### config.mk
export PLATFORM = sky130hd
export DESIGN_NAME = alu_issue
export DESIGN_NICKNAME = d
export VERILOG_FILES = /design/src/rtl/alu_issue.sv
export SDC_FILE = /design/constraint.sdc
export NUM_CORES = 1
export LEC_CHECK = 0
export BUFFER_PORTS_ARGS = -buffer_cell sky130_fd_sc_hd__buf_2
export CELL_PAD_IN_SITES_DETAIL_PLACEMENT = 1
export CELL_PAD_IN_SITES_GLOBAL_PLACEMENT = 2
export CORE_ASPECT_RATIO = 0.7
export CORE_UTILIZATION = 21
export DETAILED_ROUTE_END_ITERATION = 12
export GPL_TIMING_DRIVEN = 0
export HOLD_SLACK_MARGIN = 0.12
export MAX_ROUTING_LAYER = met4
export PLACE_DENSITY = 0.85
export SYNTH_ARGS = -nofsm -noshare
export SYNTH_HDL_FRONTEND = slang
export SYNTH_SLANG_ARGS = --single-unit
### constraint.sdc
create_clock -name clk -period 2.75 [get_ports clk]
set_clock_uncertainty 0.2 [all_clocks]
set_input_delay 0.1375 -clock clk [delete_from_list [all_inputs] [get_ports clk]]
set_output_delay 0.1375 -clock clk [all_outputs]
set_load 0.01 [all_outputs]
### src/rtl/alu_issue.sv
// Execute-stage initiator: decodes OP/OP-IMM/BRANCH bundles into the ALU's
// op/operand registers and returns the ALU's result over a valid/ready handshake.
module alu_issue (
  input  logic        clk,
  input  logic        reset,
  input  logic        in_valid,
  output logic        in_ready,
  input  logic [31:0] in_instr,
  input  logic [31:0] in_rs1,
  input  logic [31:0] in_rs2,
  output logic [4:0]  alu_op,
  output logic [31:0] alu_a,
  output logic [31:0] alu_b,
  input  logic [31:0] alu_out,
  input  logic        alu_fault,
  output logic        out_valid,
  input  logic        out_ready,
  output logic [31:0] out_result,
  output logic        out_taken,
  output logic        out_is_branch,
  output logic        out_fault
);

  localparam logic [6:0] OPC_OP     = 7'b0110011;
  localparam logic [6:0] OPC_OP_IMM = 7'b0010011;
  localparam logic [6:0] OPC_BRANCH = 7'b1100011;
  localparam logic [6:0] F7_BASE    = 7'b0000000;
  localparam logic [6:0] F7_ALT     = 7'b0100000;

  typedef enum logic [1:0] {IDLE = 2'd0, ISSUE = 2'd1, RESP = 2'd2} state_t;

  state_t      state_r;
  state_t      state_next_s;
  logic        local_fault_r;
  logic        is_branch_r;
  logic        accept_s;
  logic        resp_s;
  logic        fault_s;
  logic [6:0]  opcode_s;
  logic [2:0]  f3_s;
  logic [6:0]  f7_s;
  logic [4:0]  dec_op_s;
  logic [31:0] dec_a_s;
  logic [31:0] dec_b_s;
  logic        dec_fault_s;
  logic        dec_branch_s;

  assign opcode_s = in_instr[6:0];
  assign f3_s     = in_instr[14:12];
  assign f7_s     = in_instr[31:25];
  assign accept_s = (state_r == IDLE) && in_valid;
  assign resp_s   = (state_r == RESP);

  // State register
  always_ff @(posedge clk or posedge reset) begin
    if (reset) begin
      state_r <= IDLE;
    end else begin
      state_r <= state_next_s;
    end
  end

  // Next-state logic
  always_comb begin
    state_next_s = state_r;
    case (state_r)
      IDLE: begin
        if (in_valid) state_next_s = ISSUE;
        else          state_next_s = IDLE;
      end
      ISSUE: state_next_s = RESP;
      RESP: begin
        if (out_ready) state_next_s = IDLE;
        else           state_next_s = RESP;
      end
      default: state_next_s = IDLE;
    endcase
  end

  // Instruction decode; unknown opcodes map to the ALU's invalid op 11111
  always_comb begin
    dec_op_s     = 5'b11111;
    dec_a_s      = 32'd0;
    dec_b_s      = 32'd0;
    dec_fault_s  = 1'b1;
    dec_branch_s = 1'b0;
    case (opcode_s)
      OPC_OP: begin
        dec_op_s    = {1'b0, f7_s[5], f3_s};
        dec_a_s     = in_rs1;
        dec_b_s     = in_rs2;
        dec_fault_s = !((f7_s == F7_BASE) || (f7_s == F7_ALT));
      end
      OPC_OP_IMM: begin
        // Only SRAI uses imm[10] as an op bit; ADDI must never turn into SUB
        dec_op_s = {1'b0, (f3_s == 3'b101) & f7_s[5], f3_s};
        dec_a_s  = in_rs1;
        dec_b_s  = {{20{in_instr[31]}}, in_instr[31:20]};
        if (f3_s == 3'b001) begin
          dec_fault_s = (f7_s != F7_BASE);
        end else if (f3_s == 3'b101) begin
          dec_fault_s = !((f7_s == F7_BASE) || (f7_s == F7_ALT));
        end else begin
          dec_fault_s = 1'b0;
        end
      end
      OPC_BRANCH: begin
        dec_op_s     = {2'b10, f3_s};
        dec_a_s      = in_rs1;
        dec_b_s      = in_rs2;
        dec_fault_s  = 1'b0;
        dec_branch_s = 1'b1;
      end
      default: begin
        dec_op_s     = 5'b11111;
        dec_a_s      = 32'd0;
        dec_b_s      = 32'd0;
        dec_fault_s  = 1'b1;
        dec_branch_s = 1'b0;
      end
    endcase
  end

  // Operand/flag capture at accept, plus registered handshake flags
  always_ff @(posedge clk or posedge reset) begin
    if (reset) begin
      alu_op        <= 5'b00000;
      alu_a         <= 32'd0;
      alu_b         <= 32'd0;
      local_fault_r <= 1'b0;
      is_branch_r   <= 1'b0;
      in_ready      <= 1'b1;
      out_valid     <= 1'b0;
    end else begin
      if (accept_s) begin
        alu_op        <= dec_op_s;
        alu_a         <= dec_a_s;
        alu_b         <= dec_b_s;
        local_fault_r <= dec_fault_s;
        is_branch_r   <= dec_branch_s;
      end
      in_ready  <= (state_next_s == IDLE);
      out_valid <= (state_next_s == RESP);
    end
  end

  assign fault_s = local_fault_r | alu_fault;

  // Result bundle follows the ALU directly; quiet outside RESP
  always_comb begin
    out_result    = 32'd0;
    out_taken     = 1'b0;
    out_is_branch = 1'b0;
    out_fault     = 1'b0;
    if (resp_s) begin
      out_fault     = fault_s;
      out_is_branch = is_branch_r;
      out_taken     = is_branch_r & alu_out[0] & ~fault_s;
      out_result    = fault_s ? 32'd0 : alu_out;
    end else begin
      out_result    = 32'd0;
    end
  end

endmodule
==> impl_metrics.tcl <==
set metrics [dict create \
    slew_headroom_pct 62.3 \
    pre_cts_slack_ns 0.593 \
    stdcell_area_sq_um 5790 \
    dpl_cell_area_sq_um 4610 \
    htreeDepth 3 \
    rsz0062_at_grt "false" \
    clock_sinks 75 \
    tightestPinTransition_ns 0.563 \
    grt_pass1_vias 3982 \
    synth-edff-count 0 \
    setup_slack_ns 0.153 \
    chipHeight_microns 105 \
    powerDensity_nw_per_um2 645 \
    synthCells 306 \
    gp_congestion 0.783 \
    maxCapViolations 0 \
    postCtsSetupBuffers 0 \
    n_fill_cell 1732 \
    first_iter_violations 132 \
    cts_root_buf "clkbuf_16" \
    drive_gt1_share_pct 41.4 \
    routedWlPerCell_microns 16.2 \
    hpwl_microns 9470 \
    setup_tns_ns 0 \
    syn-num-nets 439 \
    hold_viol 0 \
    antenna_found_initial 0 \
    cp_data_required_time_ns 2.83 \
    drcViolationCount 0 \
    cp.arrival_ns 2.67 \
    multiInputGateArea_sq_um 1180 \
    io_buffers 228 \
    yosysSeqAreaShare_pct 58.7 \
    path_max_fanout 10 \
    worstSetupStartpointType "flip-flop" \
    synth_area_sq_um 3200 \
    syn_avg_cell_area_sq_um 10.5 \
    critPathKind "reg2reg" \
    syn_to_final_growth_pct 81.1 \
    cp-end-kind "flip-flop" \
    ir_worst_vdd_mv 0.254 \
    synth_top_area_share_pct 57.9 \
    register_area_sq_um 1880 \
    finalSetupViolCount 0 \
    layout_min_cycle_time_ns 2.60 \
    yosys.area.top_type "dfrtp_1" \
    rows 37 \
    drt_first_pass_iters 4 \
    async_reset_ff_share_pct 100 \
    totalPowerFinal_mw 3.74 \
    ys_warn_count 0 \
    hold_class "in2async" \
    clock_latency_ns 0.33 \
    vias 3592 \
    synth_ff_type "dfrtp_1" \
    ios 239 \
    ant_nets 0 \
    post-route-util_pct 39.2 \
    track_usage_pct 18.0 \
    nNetsFinal 765 \
    grt_pass1_wl_microns 21000 \
    synth.area.top_cells "dfrtp_1 58%, a22o_1 8.8%, and2_1 6.3%, nand2_1 5.2%, a21oi_1 4.1%" \
    cts_buffers 9 \
    status "finished clean" \
    viasPerCell 4.32 \
    antenna_cells 0 \
    cts_tree "done" \
    start_util_pct 21.7 \
    grt_max_degree 44 \
    routed_wl_microns 13400 \
    p_leak_nw 3.05 \
    period_share_pct 94.4 \
    die_area_sq_um 15700 \
    maxClockFrequency_mhz 385 \
    yosysUniqueCellTypes 33 \
    ys_seq_elements 75 \
    clkTransAtPathRegs_ns 0.06 \
    die_x_microns 150 \
    grt_overflow 0 \
    core-area_sq_um 14800 \
    slew_viol_final 0 \
    clock_path_buffers 2 \
]
cell usage in the layout, fill, tap and decap left out, types with 2 or more instances in the layout:
cell and count:
buf_6 3, a22o_1 32, clkbuf_8 2, o21ai_0 3, clkbuf_2 3, and2_1 32, nand2_1 44, clkbuf_1 8
inv_1 7, a32oi_1 11, dlygate4sd3_1 86, nor2_1 32, clkinvlp_4 2, dfrtp_1 74, a21oi_1 26, buf_2 235
clkbuf_16 9, nand2b_1 2
cells by family after synthesis:
group | share of synthesized area [%]
AND/OR/NAND/NOR | 18.5
AO/OA/AOI/OAI | 18.0
buffers and inverters | 4.54
flip-flops | 58.7
XOR/XNOR | 0.274
metrics by stage:
step	hold WS (ns)	std cells
3_5_place_dp	-0.00688	730
3_3_place_gp	0.148	729
6_report	0.166	832
5_1_grt	0.206	832
2_1_floorplan	0.0471	306
4_1_cts	0.154	832
power breakdown:
group / switching (mW) / leakage, nW / internal [mW]
sequential: 0.122 / 0.970 / 1.33
combinational: 0.616 / 1.93 / 0.447
clock: 0.474 / 0.148 / 0.754
total: 1.21 / 3.05 / 2.53
sequential cells by signal, indices dropped and copies added (netlist names):
name           cells
alu_a             32
out_valid          1
alu_op             5
state_r            2
in_ready           1
alu_b             32
is_branch_r        1
local_fault_r      1
cell type report:
class	instances	share of cell area [%]
Buffer	22	2.09
Clock buffer	11	4.36
Clock inverter	5	1.01
Inverter	8	0.561
Multi-Input combinational cell	201	20.4
Sequential cell	75	32.4
Tap cell	195	4.21
Timing Repair Buffer	315	34.9
Yosys cell counts, types with 2 or more instances:
master and count:
dfrtp_1 74, nand2_1 44, a22o_1 32, and2_1 32
nor2_1 32, a21oi_1 26, a32oi_1 11, clkbuf_1 11
buf_2 8, inv_1 8, buf_6 3, o21ai_0 3
nand2b_1 2
routing by layer:
layer	track usage, %	up-vias	part of all wire [%]
li1	-	1700	-
met1	20.8	1742	43
met2	30.9	123	51
met3	3.68	27	4.3
met4	6.34	0	2.3
met5	-	-	0
what timing repair did:
action                                 CTS  global route
setup endpoints to repair                0            12
hold buffers                            86             0
endpoints found under the hold margin  148             0
gates resized for setup                  0             8
final timing paths:
kind | from | to | cells past startpoint | slack, ns
setup reg to reg | state_r[1] | alu_b[6] | 7 | 0.15
min in group clk | in_instr[31] | local_fault_r | 5 | 0.19
max in group asynchronous | reset | alu_a[6] | 4 | 1.61
hold / removal | reset | alu_b[15] | 3 | 0.17
setup / recovery | state_r[1] | alu_b[6] | 7 | 0.15
hold reg to reg | alu_b[7] | alu_b[7] | 2 | 0.28
critical path: stages, from the launching register on:
cell           delay [ns]
dfrtp_1              0.39
or3b_1               0.38
buf_2                0.18
nor4_4               0.34
clkbuf_4             0.30
a32oi_1              0.08
dlygate4sd3_1        0.58
nand2_1              0.08
Power figures use the tool's default switching activity.
